## src/rtl/bp_me_pkg.sv

```systemverilog
// rtl/bp_me_pkg.sv - memory-message types, responder states and size helpers
package bp_me_pkg;

  typedef enum logic [0:0] {e_bp_inv_cfg = 1'b0} bp_params_e;

  typedef struct packed {
    int paddr_width;
    int dword_width;
    int cce_block_width;
    int lce_id_width;
    int lce_max_assoc;
  } bp_cfg_s;

  localparam int paddr_width_gp     = 40;
  localparam int dword_width_gp     = 64;
  localparam int cce_block_width_gp = 512;
  localparam int lce_id_width_gp    = 4;
  localparam int lce_max_assoc_gp   = 8;
  localparam int way_id_width_gp    = $clog2(lce_max_assoc_gp);

  function automatic bp_cfg_s bp_get_cfg(input bp_params_e cfg);
    bp_cfg_s c;
    case (cfg)
      default: c = '{paddr_width: paddr_width_gp, dword_width: dword_width_gp,
                     cce_block_width: cce_block_width_gp, lce_id_width: lce_id_width_gp,
                     lce_max_assoc: lce_max_assoc_gp};
    endcase
    return c;
  endfunction

  typedef enum logic [3:0] {
    e_cce_mem_rd    = 4'd0,
    e_cce_mem_wr    = 4'd1,
    e_cce_mem_uc_rd = 4'd2,
    e_cce_mem_uc_wr = 4'd3,
    e_cce_mem_pre   = 4'd4
  } bp_cce_mem_cmd_type_e;

  typedef enum logic [2:0] {
    e_mem_size_1  = 3'd0,
    e_mem_size_2  = 3'd1,
    e_mem_size_4  = 3'd2,
    e_mem_size_8  = 3'd3,
    e_mem_size_16 = 3'd4,
    e_mem_size_32 = 3'd5,
    e_mem_size_64 = 3'd6
  } bp_mem_size_e;

  typedef struct packed {
    logic [way_id_width_gp-1:0] way_id;
    logic [lce_id_width_gp-1:0] lce_id;
  } bp_cce_mem_payload_s;

  typedef struct packed {
    bp_cce_mem_payload_s        payload;
    bp_mem_size_e               size;
    logic [paddr_width_gp-1:0]  addr;
    bp_cce_mem_cmd_type_e       msg_type;
  } bp_cce_mem_msg_header_s;

  typedef struct packed {
    logic [cce_block_width_gp-1:0] data;
    bp_cce_mem_msg_header_s        header;
  } bp_cce_mem_msg_s;

  typedef enum logic [1:0] {
    e_ready    = 2'd0,
    e_dev_req  = 2'd1,
    e_dev_wait = 2'd2,
    e_resp     = 2'd3
  } bp_io_responder_state_e;

  // A dword port cannot serve wider requests, so anything above 8 bytes is treated as 8.
  function automatic logic [3:0] bp_mem_size_to_bytes(input bp_mem_size_e size);
    case (size)
      e_mem_size_1: return 4'd1;
      e_mem_size_2: return 4'd2;
      e_mem_size_4: return 4'd4;
      default:      return 4'd8;
    endcase
  endfunction

endpackage

```

## src/rtl/bp_io_lane_align.sv

```systemverilog
// rtl/bp_io_lane_align.sv - byte-lane mask, write shift and read extraction for one dword
module bp_io_lane_align
  import bp_me_pkg::*;
#(
  parameter int cce_block_width_p = cce_block_width_gp
) (
  input  bp_mem_size_e                  size_i,
  input  logic [2:0]                    offset_i,
  input  logic [dword_width_gp-1:0]     wdata_i,
  input  logic [dword_width_gp-1:0]     rdata_i,
  output logic [dword_width_gp/8-1:0]   mask_o,
  output logic [dword_width_gp-1:0]     wdata_o,
  output logic [cce_block_width_p-1:0]  rdata_o
);

  logic [3:0]                bytes;
  logic [2:0]                offset;
  logic [7:0]                byte_ones;
  logic [dword_width_gp-1:0] byte_sel;
  logic [dword_width_gp-1:0] rdata_shift;

  always_comb begin
    bytes     = bp_mem_size_to_bytes(size_i);
    // Clearing the low log2(bytes) bits forces misaligned requests to natural alignment.
    offset    = offset_i & ~(bytes[2:0] - 3'd1);
    byte_ones = 8'hFF >> (4'd8 - bytes);
    mask_o    = byte_ones << offset;
    byte_sel  = '0;
    for (int b = 0; b < 8; b++) begin
      byte_sel[8*b +: 8] = {8{byte_ones[b]}};
    end
    wdata_o     = wdata_i << {offset, 3'b000};
    rdata_shift = (rdata_i >> {offset, 3'b000}) & byte_sel;
    rdata_o     = {{(cce_block_width_p-dword_width_gp){1'b0}}, rdata_shift};
  end

endmodule

```

## src/rtl/bp_io_responder.sv

```systemverilog
// rtl/bp_io_responder.sv - uncached IO endpoint, one dword access per command; BP_IO_RESPONDER_TIMEOUT_EN adds a read-wait timeout
module bp_io_responder
  import bp_me_pkg::*;
#(
  parameter bp_params_e bp_params_p = e_bp_inv_cfg,
  parameter int timeout_cycles_p = 1024,
  localparam bp_cfg_s cfg_lp = bp_get_cfg(bp_params_p),
  localparam int paddr_width_p = cfg_lp.paddr_width,
  localparam int dword_width_p = cfg_lp.dword_width,
  localparam int cce_block_width_p = cfg_lp.cce_block_width,
  localparam int cce_mem_msg_width_lp = $bits(bp_cce_mem_msg_s)
) (
  input  logic                            clk_i,
  input  logic                            reset_n_i,
  input  logic [cce_mem_msg_width_lp-1:0] io_cmd_i,
  input  logic                            io_cmd_v_i,
  output logic                            io_cmd_yumi_o,
  output logic [cce_mem_msg_width_lp-1:0] io_resp_o,
  output logic                            io_resp_v_o,
  input  logic                            io_resp_ready_i,
  output logic                            dev_v_o,
  output logic                            dev_w_o,
  output logic [paddr_width_p-1:0]        dev_addr_o,
  output logic [dword_width_p-1:0]        dev_data_o,
  output logic [dword_width_p/8-1:0]      dev_mask_o,
  input  logic                            dev_ready_i,
  input  logic [dword_width_p-1:0]        dev_data_i,
  input  logic                            dev_v_i
);

  bp_cce_mem_msg_s cmd;
  bp_cce_mem_msg_s resp;
  assign cmd = bp_cce_mem_msg_s'(io_cmd_i);

  logic unused_cmd_data;
  assign unused_cmd_data = ^cmd.data[cce_block_width_p-1:dword_width_p];

  bp_io_responder_state_e         state_q, state_d;
  bp_cce_mem_msg_header_s         hdr_q, hdr_d;
  logic [dword_width_p-1:0]       wdata_q, wdata_d;
  logic [cce_block_width_p-1:0]   rdata_q, rdata_d;

  logic                           is_wr;
  logic                           timeout;
  logic [dword_width_p-1:0]       lane_rdata_in;
  logic [dword_width_p/8-1:0]     lane_mask;
  logic [dword_width_p-1:0]       lane_wdata;
  logic [cce_block_width_p-1:0]   lane_rdata;

  assign is_wr = (hdr_q.msg_type == e_cce_mem_uc_wr);

`ifdef BP_IO_RESPONDER_TIMEOUT_EN
  localparam int cnt_width_lp = $clog2(timeout_cycles_p + 1);
  logic [cnt_width_lp-1:0] cnt_q, cnt_d;

  // Count is zero whenever we are outside e_dev_wait, so entry always starts from zero.
  assign timeout       = (state_q == e_dev_wait) && (cnt_q == cnt_width_lp'(timeout_cycles_p - 1));
  assign lane_rdata_in = timeout ? '1 : dev_data_i;

  always_comb begin
    cnt_d = '0;
    if (state_q == e_dev_wait) cnt_d = cnt_q + 1'b1;
  end

  always_ff @(posedge clk_i or negedge reset_n_i) begin
    if (!reset_n_i) cnt_q <= '0;
    else            cnt_q <= cnt_d;
  end
`else
  assign timeout       = 1'b0;
  assign lane_rdata_in = dev_data_i;
`endif

  bp_io_lane_align #(.cce_block_width_p(cce_block_width_p)) u_lane_align (
    .size_i   (hdr_q.size),
    .offset_i (hdr_q.addr[2:0]),
    .wdata_i  (wdata_q),
    .rdata_i  (lane_rdata_in),
    .mask_o   (lane_mask),
    .wdata_o  (lane_wdata),
    .rdata_o  (lane_rdata)
  );

  always_comb begin
    state_d       = state_q;
    hdr_d         = hdr_q;
    wdata_d       = wdata_q;
    rdata_d       = rdata_q;
    io_cmd_yumi_o = 1'b0;
    io_resp_v_o   = 1'b0;
    dev_v_o       = 1'b0;
    case (state_q)
      e_ready: begin
        io_cmd_yumi_o = io_cmd_v_i;
        if (io_cmd_v_i) begin
          hdr_d   = cmd.header;
          wdata_d = cmd.data[dword_width_p-1:0];
          rdata_d = '0;
          state_d = e_dev_req;
        end
      end
      e_dev_req: begin
        dev_v_o = 1'b1;
        if (dev_ready_i) state_d = is_wr ? e_resp : e_dev_wait;
      end
      e_dev_wait: begin
        if (dev_v_i || timeout) begin
          rdata_d = lane_rdata;
          state_d = e_resp;
        end
      end
      e_resp: begin
        io_resp_v_o = 1'b1;
        if (io_resp_ready_i) state_d = e_ready;
      end
      default: state_d = e_ready;
    endcase
  end

  always_ff @(posedge clk_i or negedge reset_n_i) begin
    if (!reset_n_i) begin
      state_q <= e_ready;
      hdr_q   <= '0;
      wdata_q <= '0;
      rdata_q <= '0;
    end else begin
      state_q <= state_d;
      hdr_q   <= hdr_d;
      wdata_q <= wdata_d;
      rdata_q <= rdata_d;
    end
  end

  // Device fields are only driven during the request so they read as zero when idle.
  assign dev_w_o    = dev_v_o & is_wr;
  assign dev_addr_o = dev_v_o ? {hdr_q.addr[paddr_width_p-1:3], 3'b000} : '0;
  assign dev_data_o = dev_v_o ? lane_wdata : '0;
  assign dev_mask_o = dev_v_o ? lane_mask : '0;

  assign resp.header = hdr_q;
  assign resp.data   = rdata_q;
  assign io_resp_o   = resp;

endmodule

```

## config.mk

```make
export PLATFORM = sky130hd
export DESIGN_NAME = bp_io_responder
export DESIGN_NICKNAME = d
export VERILOG_FILES = /design/src/rtl/bp_me_pkg.sv /design/src/rtl/bp_io_lane_align.sv /design/src/rtl/bp_io_responder.sv
export SDC_FILE = /design/constraint.sdc
export NUM_CORES = 1
export LEC_CHECK = 0
export CORE_AREA = 2 2 513 515
export DETAILED_ROUTE_END_ITERATION = 8
export DIE_AREA = 0 0 515 517
export GPL_TIMING_DRIVEN = 0
export HOLD_SLACK_MARGIN = 0.06
export SLEW_MARGIN = 20
export SYNTH_ARGS = -nofsm -noshare
export SYNTH_HDL_FRONTEND = slang
export SYNTH_HIERARCHICAL = 1
export SYNTH_SLANG_ARGS = --single-unit
```

## constraint.sdc

```tcl
create_clock -name clk_i -period 4 [get_ports clk_i]
set_input_delay 0.4 -clock clk_i [delete_from_list [all_inputs] [get_ports clk_i]]
set_output_delay 0.4 -clock clk_i [all_outputs]
set_load 0.05 [all_outputs]
```

==> metrics.log <==
[metrics] run status: finished clean
[metrics] average wire per standard cell: 21.0 µm
[metrics] dominant combinational cell family by area after synthesis: compound AO/OA/AOI/OAI gates
[metrics] minimum clock period: 3.87 ns
[metrics] Final period util: 96.8%
[metrics] Synthesis Warnings: 6
[metrics] synthesized-area fraction occupied by xor and xnor cells: 0%
[metrics] final hold vios: 0
[metrics] dpl hpwl: 128 mm
[metrics] nets: 4520
[metrics] row count: 188
[metrics] clock tree root buffer cell: clkbuf_16
[metrics] synthesized instance count: 2453
[metrics] measured slew at the worst slew-check pin: 1.20 ns
[metrics] die area: 266000 µm²
[metrics] number of distinct library cells after synthesis: 49
[metrics] die span in x: 515 µm
[metrics] Post-Layout Cell Count: 7374
[metrics] worst slack at placement: -1.70 ns
[metrics] initial core utilization: 11.5%
[metrics] synthesis-to-layout area growth: 59.1%
[metrics] adder-cell area share of the yosys netlist: 0.249%
[metrics] Die Height: 517 µm
[metrics] startpoint type of the worst setup path: flop
[metrics] count of boundary I/O pins: 1318
[metrics] top fanout value on the critical path: 10
[metrics] placed cells: 7198
[metrics] count of max-cap constraint violations: 0
[metrics] total core area: 261000 µm²
[metrics] count of H-tree levels built during CTS: 3
[metrics] Routed Wire Length: 155 mm
[metrics] Max-slew headroom: 19.6%
[metrics] global router's overall resource usage: 11.2%
[metrics] vias per inst: 3.29
[metrics] Skew-Pair Late Insertion Delay: 0.70 ns
[metrics] capturing element type of the critical path: output port
[metrics] compound-gate portion of the synthesized area: 18.0%
[metrics] leading cell types in the layout, fill and taps excluded: clkdlybuf4s50_1 (789), dfrtp_1 (627), a22o_1 (512), buf_4 (488), conb_1 (451)
[metrics] Hold/Removal Path Class: input pin to async pin
[metrics] drt pass-1 iters: 6
[metrics] setup skew after layout: 0.0446 ns
[metrics] maximum number of pins on one net before global-route repair: 97
[metrics] fraction of synthesized area in multiplexers: 9.53%
[metrics] post-synthesis instance area: 30100 µm²
[metrics] average size of a mapped cell: 12.3 µm²
[metrics] CP Data Required Time: 3.60 ns
[metrics] Max Transition Viols Final: 0
[metrics] antenna violations before repair: 87
[metrics] wire length of the first global-routing pass: 207 mm
[metrics] most frequent standard cell in the layout excluding fill and tap cells: clkdlybuf4s50_1
[metrics] Clk pin slew, worst setup/hold paths: 0.06 ns
[metrics] maximum root-to-sink buffer count: 3
[metrics] max frequency: 258 MHz
[metrics] Worst EP arrival: 3.47 ns
[metrics] number of I/O port buffers: 866
[metrics] aggregate global routing overflow: 0
[metrics] drt initial violations: 1216
[metrics] number of global-route vias before repair: 24284
[metrics] number of vias after detailed routing: 24249
[metrics] proportion of synthesized chip area in sequential cells: 52.5%
[metrics] CTS buffer count: 81
[metrics] Post-DRT Antenna Nets: 0
[metrics] slack of the critical path: 0.127 ns
[metrics] fraction of final layout cells with drive strength greater than 1: 26.5%
[metrics] Synth Area in Simple Gates: 5.32%
[metrics] number of DRC violations after detailed routing: 0
[metrics] critical path class: flop to output port
[metrics] gp weighted congestion: 0.876
[metrics] TritonCTS clock tree: yes
[metrics] total clock sinks: 632
[metrics] total of endpoints with negative setup slack in the final report: 0
[metrics] synthesized flop and latch total: 632
-- cell type report --
class                      instances  area (µm²)
antenna                           19        47.5
clock buffer                     105        2190
buffer                           637        4430
inverter                           5        18.8
tap                             3420        4280
clock inverter                    35         464
sequential                       632       15800
fill                           28557      213000
multi-input combinational       1627       11800
timing repair buffer             894        8870
-- through the flow --
step	setup TNS [ns]	util [%]	cell area, µm²	hold slack (ns)
final	0	18.3	47900	0.211
after global routing	-0.00193	18.3	47900	0.187
after CTS	0	18.3	47800	0.125
after detailed placement	-77.98	17.2	45000	0.377
after global placement	-	17.1	44700	0.487
after floorplan	0	-	31800	0.104
-- synthesized netlist by cell type (all sizes together) --
cell     instances  area (µm²)
a2111oi          1        15.0
a211o            8        70.1
a211oi           8        60.1
a21o             2        15.0
a21oi           19        95.1
a221oi          16         140
a22o           512        4480
a22oi           24         180
a2bb2oi          2        17.5
a32oi            1        8.76
and2           127         795
and3            25         156
and4             1        8.76
buf            596        4150
clkbuf          42         158
conb             2        7.51
dfrtp          632       15800
ha               6        75.1
inv              5        18.8
mux2           150        1690
mux2i           64         641
mux4            24         541
nand2           44         165
nand2b           8        50.1
nand3            9        45.0
nand3b           1        7.51
nor2            54         220
nor2b           13        83.8
nor3             2        10.0
nor3b            1        12.5
nor4b            1        23.8
o211ai           8        60.1
o21a             2        15.0
o21ai           21         109
o21bai           1        7.51
o221ai           9        78.8
o22ai            8        50.1
o31ai            1        7.51
or3              1        6.26
or3b             1        8.76
or4b             1        10.0
-- routing by layer --
metal	up-vias	wire, µm	global-route usage, %
met2	1212	74400	19.1
met4	12	4750	4.04
met5	-	77	0
met1	11810	58900	12.6
li1	10938	-	-
met3	277	16600	4.68
-- logic make-up (layout without fill, tap and decap cells) --
group | count (synthesis) | count (layout)
other cells | 2 | 470
flops | 632 | 632
fa+ha+maj | 6 | 6
buf+inv | 643 | 1676
mux | 238 | 238
compound gates | 643 | 643
simple gates | 289 | 289
-- sequential cells by signal, indices dropped and copies added (netlist names) --
| name | cells |
|---|---|
| rdata_q | 512 |
| wdata_q | 64 |
| io_resp_o | 54 |
| state_q | 2 |
-- worst max-delay path, cell delays in order, from the launching register on --
cell,delay (ns)
dfrtp_4,0.56
or4b_1,0.54
buf_4,0.20
buf_6,0.19
buf_6,0.20
buf_4,0.22
a22oi_2,0.25
o21ai_1,0.16
and2_1,0.21
buf_2,0.21
-- final timing paths --
check	from	end	slack, ns	cells past startpoint
min	reset_n_i	io_resp_o[17]	0.21	2
max reg2reg	io_resp_o[46]	rdata_q[4]	1.06	9
min in group clk_i	io_cmd_i[37]	io_resp_o[37]	0.30	2
max	io_resp_o[46]	dev_data_o[54]	0.13	9
min reg2reg	rdata_q[487]	rdata_q[487]	0.50	1
max in group asynchronous	reset_n_i	rdata_q[90]	1.44	6
-- repair_timing --
| item | 4_1_cts | 5_1_grt |
|---|---|---|
| pin swaps | 9 | 1 |
| endpoints found under the setup margin | 121 | 41 |
| endpoints found under the hold margin | 128 | 0 |
| cloned | 0 | 0 |
| hold buffers | 1 | 0 |
| resized for setup | 406 | 40 |
| buffers inserted | 16 | 1 |
Power of run 1 is left out: the tool's default activity adds up to more than one toggle a clock period on the data nets, which glitch-free logic cannot reach.
